--- src/rtl/i2c_master_xfer_seq.sv ---
// i2c_master_xfer_seq: runs a complete register-style I2C write or read
// transfer from one request by sequencing byte-controller commands.
module i2c_master_xfer_seq #(
  parameter int unsigned MAX_LEN = 4,
  parameter int unsigned LW      = 3
) (
  input  logic                 clk,
  input  logic                 rstn,
  input  logic                 req,
  input  logic                 rnw,
  input  logic [6:0]           dev_addr,
  input  logic [7:0]           reg_addr,
  input  logic [LW-1:0]        len,
  input  logic [8*MAX_LEN-1:0] wdata,
  output logic                 busy,
  output logic                 xfer_done,
  output logic                 err_nack,
  output logic                 err_al,
  output logic [8*MAX_LEN-1:0] rdata,
  output logic                 bc_start,
  output logic                 bc_stop,
  output logic                 bc_read,
  output logic                 bc_write,
  output logic                 bc_ack_in,
  output logic [7:0]           bc_din,
  input  logic                 bc_done,
  input  logic                 bc_ack_out,
  input  logic [7:0]           bc_dout,
  input  logic                 bc_al
);

  typedef enum logic [2:0] {IDLE, ADDR_W, REG, WDATA, ADDR_R, RDATA, ABORT_P, FIN} state_t;

  state_t               state, state_nxt;
  logic                 issued, issued_nxt;
  logic [LW-1:0]        k, k_nxt, len_q, len_nxt, len_clamped;
  logic                 rnw_q, rnw_nxt;
  logic [6:0]           dev_q, dev_nxt;
  logic [7:0]           reg_q, reg_nxt;
  logic [8*MAX_LEN-1:0] wdata_q, wdata_nxt, rdata_nxt;
  logic                 busy_nxt, done_nxt, nack_nxt, al_nxt;
  logic                 start_nxt, stop_nxt, read_nxt, write_nxt, ack_in_nxt;
  logic [7:0]           din_nxt;
  logic                 last;

  assign last = (k == len_q - LW'(1));

  always_comb begin
    len_clamped = len;
    if (len > LW'(MAX_LEN))
      len_clamped = LW'(MAX_LEN);
    else if (rnw && len == '0)
      len_clamped = LW'(1);
  end

  // issued=0 marks the all-zero gap cycle; the next edge loads the byte's commands
  always_comb begin
    state_nxt  = state;
    issued_nxt = issued;
    k_nxt      = k;
    len_nxt    = len_q;
    rnw_nxt    = rnw_q;
    dev_nxt    = dev_q;
    reg_nxt    = reg_q;
    wdata_nxt  = wdata_q;
    rdata_nxt  = rdata;
    busy_nxt   = busy;
    nack_nxt   = err_nack;
    al_nxt     = err_al;
    start_nxt  = bc_start;
    stop_nxt   = bc_stop;
    read_nxt   = bc_read;
    write_nxt  = bc_write;
    ack_in_nxt = bc_ack_in;
    din_nxt    = bc_din;
    case (state)
      IDLE: begin
        if (req) begin
          rnw_nxt    = rnw;
          dev_nxt    = dev_addr;
          reg_nxt    = reg_addr;
          wdata_nxt  = wdata;
          len_nxt    = len_clamped;
          busy_nxt   = 1'b1;
          nack_nxt   = 1'b0;
          al_nxt     = 1'b0;
          issued_nxt = 1'b0;
          state_nxt  = ADDR_W;
        end
      end
      FIN: begin
        busy_nxt  = 1'b0;
        state_nxt = IDLE;
      end
      default: begin
        if (bc_al) begin
          {start_nxt, stop_nxt, read_nxt, write_nxt, ack_in_nxt} = '0;
          din_nxt    = '0;
          issued_nxt = 1'b0;
          al_nxt     = 1'b1;
          state_nxt  = FIN;
        end else if (!issued) begin
          issued_nxt = 1'b1;
          case (state)
            ADDR_W: begin
              start_nxt = 1'b1;
              write_nxt = 1'b1;
              din_nxt   = {dev_q, 1'b0};
            end
            REG: begin
              write_nxt = 1'b1;
              din_nxt   = reg_q;
              stop_nxt  = !rnw_q && (len_q == '0);
            end
            WDATA: begin
              write_nxt = 1'b1;
              din_nxt   = wdata_q[8*k +: 8];
              stop_nxt  = last;
            end
            ADDR_R: begin
              start_nxt = 1'b1;
              write_nxt = 1'b1;
              din_nxt   = {dev_q, 1'b1};
            end
            RDATA: begin
              read_nxt   = 1'b1;
              ack_in_nxt = last;
              stop_nxt   = last;
            end
            ABORT_P: stop_nxt = 1'b1;
            default: ;
          endcase
        end else if (bc_done) begin
          {start_nxt, stop_nxt, read_nxt, write_nxt, ack_in_nxt} = '0;
          din_nxt    = '0;
          issued_nxt = 1'b0;
          if (bc_ack_out && (state == ADDR_W || state == REG ||
                             state == ADDR_R || state == WDATA)) begin
            nack_nxt  = 1'b1;
            state_nxt = bc_stop ? FIN : ABORT_P;
          end else begin
            case (state)
              ADDR_W: state_nxt = REG;
              REG: begin
                k_nxt = '0;
                if (rnw_q)              state_nxt = ADDR_R;
                else if (len_q != '0)   state_nxt = WDATA;
                else                    state_nxt = FIN;
              end
              WDATA: begin
                k_nxt = k + LW'(1);
                if (last) state_nxt = FIN;
              end
              ADDR_R: begin
                k_nxt     = '0;
                state_nxt = RDATA;
              end
              RDATA: begin
                rdata_nxt[8*k +: 8] = bc_dout;
                k_nxt = k + LW'(1);
                if (last) state_nxt = FIN;
              end
              ABORT_P: state_nxt = FIN;
              default: ;
            endcase
          end
        end
      end
    endcase
    done_nxt = (state_nxt == FIN);
  end

  always_ff @(posedge clk) begin
    if (!rstn) begin
      state     <= IDLE;
      issued    <= 1'b0;
      k         <= '0;
      len_q     <= '0;
      rnw_q     <= 1'b0;
      dev_q     <= '0;
      reg_q     <= '0;
      wdata_q   <= '0;
      rdata     <= '0;
      busy      <= 1'b0;
      xfer_done <= 1'b0;
      err_nack  <= 1'b0;
      err_al    <= 1'b0;
      bc_start  <= 1'b0;
      bc_stop   <= 1'b0;
      bc_read   <= 1'b0;
      bc_write  <= 1'b0;
      bc_ack_in <= 1'b0;
      bc_din    <= '0;
    end else begin
      state     <= state_nxt;
      issued    <= issued_nxt;
      k         <= k_nxt;
      len_q     <= len_nxt;
      rnw_q     <= rnw_nxt;
      dev_q     <= dev_nxt;
      reg_q     <= reg_nxt;
      wdata_q   <= wdata_nxt;
      rdata     <= rdata_nxt;
      busy      <= busy_nxt;
      xfer_done <= done_nxt;
      err_nack  <= nack_nxt;
      err_al    <= al_nxt;
      bc_start  <= start_nxt;
      bc_stop   <= stop_nxt;
      bc_read   <= read_nxt;
      bc_write  <= write_nxt;
      bc_ack_in <= ack_in_nxt;
      bc_din    <= din_nxt;
    end
  end

endmodule

--- config.mk ---
export PLATFORM = sky130hd
export DESIGN_NAME = i2c_master_xfer_seq
export DESIGN_NICKNAME = d
export VERILOG_FILES = /design/src/rtl/i2c_master_xfer_seq.sv
export SDC_FILE = /design/constraint.sdc
export NUM_CORES = 1
export LEC_CHECK = 0
export CORE_MARGIN = 10
export CORE_UTILIZATION = 42
export DETAILED_ROUTE_END_ITERATION = 16
export PLACE_DENSITY = 0.69
export SYNTH_ARGS = -nofsm -noshare
export SYNTH_HDL_FRONTEND = slang
export SYNTH_SLANG_ARGS = --single-unit
export TNS_END_PERCENT = 10
--- constraint.sdc ---
create_clock -name clk -period 3.3 [get_ports clk]
set_input_delay 0.66 -clock clk [delete_from_list [all_inputs] [get_ports clk]]
set_output_delay 0.66 -clock clk [all_outputs]
set_load 0.05 [all_outputs]
[Yosys cells after proc, flatten, opt, wreduce, memory -nomap -nowiden]
Index checks and enable logic that the tools add are counted.
Word-level totals
  register bits: 107
  input bits: 65
  output and inout port bits: 49
Operators by class
  add/sub/neg operators: 3
  magnitude comparators: 1
  equal/unequal tests: 12
  shift-type cells: 3
  multiplexer cells: 49
  bitwise gates (word level): 4
  reductions and logical operators: 39
Operator list (count)
  $neg A6 Y34: 1
  $shift A8 B34 Y32 const A: 1
  $shiftx A8 B34 Y32: 1
  $bwmux W32: 1
  $pmux W8 S4: 1
  $shiftx A32 B7 Y8: 1
  $mux W3: 10
  $mux W1: 26
  $mux W8: 3
  $reduce_and A3 Y1: 6
  $reduce_and A6 Y1: 3
  $eq A3 B3 Y1 const B: 5
  $pmux W3 S5: 1
  $pmux W3 S2: 2
  $reduce_bool A2 Y1: 6
  $reduce_bool A3 Y1: 4
  $logic_not A3 Y1: 3
  $pmux W1 S2: 4
  $reduce_or A2 Y1: 4
  $eq A3 B2 Y1 const B: 2
  $reduce_and A2 Y1: 3
  $reduce_bool A6 Y1: 1
  $reduce_bool A5 Y1: 1
  $not A1 Y1: 4
  13 further kinds: 17

[Logic depth before layout (Yosys ltp)]
  depth in word-level cells: 11
  depth in mapped cells: 10
  depth with buffers taken out: 8

[Worst setup path before layout]
OpenSTA, ideal clock, no wires.
  path kind: register -> register
  start: register k[0]
  end: register rdata[24]
  arrival: 2269 ps
  data required time: 3228 ps
  path slack: 959 ps
  stages on the path, launching flop included: 10
  period minus slack after synthesis: 2341 ps
  cells stage by stage: dfxtp_1 buf_2 inv_1 ha_1 ha_1 nand2b_1 nor4_4 nor3b_4 buf_6 mux2i_1
Between the ends
  longest elaborated chain between the ends: 3
  elaborated cells between the ends (all ways): 4
  those cells by class: add/sub: 1; shift: 2; mux: 1
RTL lines
  start: declaration: RTL line 36  | logic [LW-1:0] k, k_nxt, len_q, len_nxt, len_clamped;
  start signal: assignment: RTL line 197  | k <= k_nxt;
  $neg A6 Y34 (*): RTL line 159  | rdata_nxt[8*k +: 8] = bc_dout;
  $shiftx A8 B34 Y32 or $shift A8 B34 Y32 (tied branches): RTL line 159
  $bwmux W32 (*): RTL line 159
  end signal: assignment: RTL line 203  | rdata <= rdata_nxt;
  end: declaration: RTL line 19  | output logic [8*MAX_LEN-1:0] rdata,
Every way passes the cells marked *; elsewhere a longest branch is shown, timed or not.
A chain may end at the register's enable or synchronous reset.

[Worst setup path after layout]
  start: register k[1]
  end: register rdata[28]
The elaborated chain is that of the path after synthesis.

==> impl_metrics.py <==
metrics = {
    "synthesis": {
        "synth.distinct_cells": 58,
        "syn_area_um2": 4980,
        "async_reset_ff_share_pct": 0,
        "syn_area_per_cell_um2": 8.72,
        "syn_inst": 571,
        "ys.flop_type": "dfxtp_1",
        "seq_area_frac_synth_pct": 43.0,
        "ys_ff_latch": 107,
        "synthesis.nets": 641,
        "synth_warnings": 0,
        "synth_edf_count": 0,
    },
    "die": {
        "die_area_um2": 16600,
        "ios": 114,
        "die_width_um": 129,
        "initial_utilization_pct": 43.2,
        "fp.dieH_um": 129,
        "fp.coreArea_um2": 11500,
        "rows": 39,
    },
    "critical_path": {
        "crit_chain": "inv_1 > ha_1 > ha_1 > nand2b_1 > nor4_4 > nor3b_4 > nand4_1 > o21ai_0",
        "critPathMaxStageDelay_ns": 0.73,
        "crit_fanout": 13,
        "crit_type": "reg2reg",
        "cp.arrival_ns": 2.90,
        "critical_path.top_delay_family": "simple AND/OR/NAND/NOR gates",
        "cp-end-kind": "flop",
        "critPathBufInv": 1,
        "cpMostUsedCell": "ha_1",
        "startpoint_type": "flop",
        "critPathSlowestCell": "dfxtp_1",
        "crit_required_ns": 3.56,
    },
    "finish": {
        "ff_latch_area_um2": 2140,
        "instances_no_fill": 808,
        "drive_gt1_share_pct": 7.22,
        "fin_nets": 730,
        "stdcell_area_um2": 6460,
        "area_growth_syn_to_layout_pct": 29.8,
        "fillers": 1053,
        "antenna_cells": 0,
        "layout_common_cells": "nand2_1 (128), clkdlybuf4s50_1 (112), dfxtp_1 (107), a21boi_0 (49), nor2b_1 (31)",
        "multi_input_area_um2": 2590,
        "layout.cells.most_common": "nand2_1",
    },
    "route": {
        "ant_nets": 0,
        "vias": 4208,
        "drt_iter0_markers": 316,
        "wl_per_cell_um": 15.8,
        "firstDrtPassIters": 4,
        "routed_wirelength_um": 12700,
        "viasPerCell": 5.21,
        "drc_errors": 0,
    },
    "grt": {
        "track_usage_pct": 15.1,
        "grt_pass1_vias": 4209,
        "grt_pass1_wl_um": 20700,
        "grt_antenna_before_repair": 0,
        "grt_start_max_net_pins": 73,
        "grt-ovfl-total": 0,
    },
    "timing": {
        "hold_viol": 0,
        "finalSetupViolCount": 0,
        "rsz0062_at_grt": "no",
        "drv_slew": 0,
        "worst_slew_pin_slew_ns": 0.957,
        "max_freq_mhz": 378,
        "relSlewSlack_pct": 36.1,
        "hold_slack_ns": 0.450,
        "fin_skew_ns": 0.0117,
        "timing.final.crit_share_pct": 80.1,
        "period_needed_ns": 2.64,
        "fin_tns_setup_ns": 0,
    },
    "job": {
        "max-cap-violations": 0,
    },
    "power": {
        "p_per_area_nw_per_um2": 467,
        "p_leak_nw": 2.42,
        "ir_drop_mv": 0.321,
    },
    "cts": {
        "clockBufferDepth": 2,
        "cts_root_buffer": "clkbuf_16",
        "postCtsResizedCells": 0,
        "post-cts-setup-buffers": 0,
        "clk_pin_slew_ns": 0.07,
        "cts_tree": "done",
        "clkLatencyLatePin_ns": 0.34,
        "cts_buffers": 9,
        "clock_sinks": 107,
        "htreeDepth": 3,
        "hold_buffers": 0,
    },
    "min_path": {
        "hold_path.class": "reg2reg",
    },
    "placed_design": {
        "place_congestion": 0.834,
        "dp_hpwl_um": 9380,
        "placed_cells": 792,
        "placed_cell_area_um2": 6180,
        "io_buffers": 113,
    },
    "status": {
        "status": "finished clean",
    },
}
logic make-up after synthesis:
group	count (synthesis)	share of synthesized area, %
multiplexers	32	8.44
AO/OA/AOI/OAI	121	17.1
buffers and inverters	61	5.28
XOR/XNOR	5	0.880
adder cells (fa/ha/maj)	5	1.26
AND/OR/NAND/NOR	240	24.0
flip-flops	107	43.0
area by class of cell:
class	instances	area share, %
Sequential cell	107	33.1
Tap cell	143	2.77
Clock inverter	6	0.755
Timing Repair Buffer	121	18.5
Multi-Input combinational cell	403	40.1
Inverter	18	1.05
Clock buffer	10	3.70
power breakdown:
part           switching (mW)  internal (mW)  total (mW)  leakage [nW]
sequential             0.0503           1.37        1.42         0.870
clock                   0.487          0.540        1.03         0.137
combinational           0.328          0.247       0.575          1.41
synth_stat cells (all sizes together) (10+ instances only):
cell type	number	area, um^2
nand2	128	480
dfxtp	107	2140
a21boi	49	368
clkbuf	32	120
nor2b	31	194
o21ai	28	144
mux2i	24	240
nand3	22	115
inv	18	67.6
a21oi	11	58.8
buf	11	75.1
nor2	11	41.3
and3	10	62.6
worst min-delay path, stage by stage (launching register included):
cell	delay (ns)
dfxtp_1	0.31
nand3_1	0.06
nand2_1	0.04
worst paths after layout:
kind         startpoint   endpoint  slack [ns]  cells past startpoint
min reg2reg   bc_din[1]  bc_din[1]        0.45                      2
min           bc_din[1]  bc_din[1]        0.45                      2
max reg2reg        k[1]  rdata[28]        0.66                      8
max                k[1]  rdata[28]        0.66                      8
state kept, by name, summed over array words and instances, names as in the netlist:
| signal | flops |
|---|---|
| rdata | 32 |
| rnw_q | 1 |
| wdata_q | 32 |
| dev_q | 7 |
| err_nack | 1 |
| state | 3 |
| busy | 1 |
| xfer_done | 1 |
| k | 3 |
| bc_read | 1 |
| reg_q | 8 |
| issued | 1 |
| len_q | 3 |
| bc_start | 1 |
| bc_write | 1 |
| bc_stop | 1 |
| bc_ack_in | 1 |
| bc_din | 8 |
| err_al | 1 |
routing by layer:
layer / part of all wire (%) / track usage, %
met1: 44 / 18.5
met2: 50 / 26.0
met3: 4.7 / 3.45
met4: 0.98 / 4.01
met5: 0 / 0
stage by stage:
stage | setup WS, ns | power, mW | util [%]
after floorplan | 0.959 | 1.82 | -
after global placement | 0.557 | 2.01 | 53.6
after detailed placement | 0.470 | 2.03 | 53.6
after CTS | 0.614 | 3.05 | 56.1
after global routing | 0.448 | 3.17 | 56.1
final | 0.658 | 3.02 | 56.1
Power figures use the tool's default switching activity.
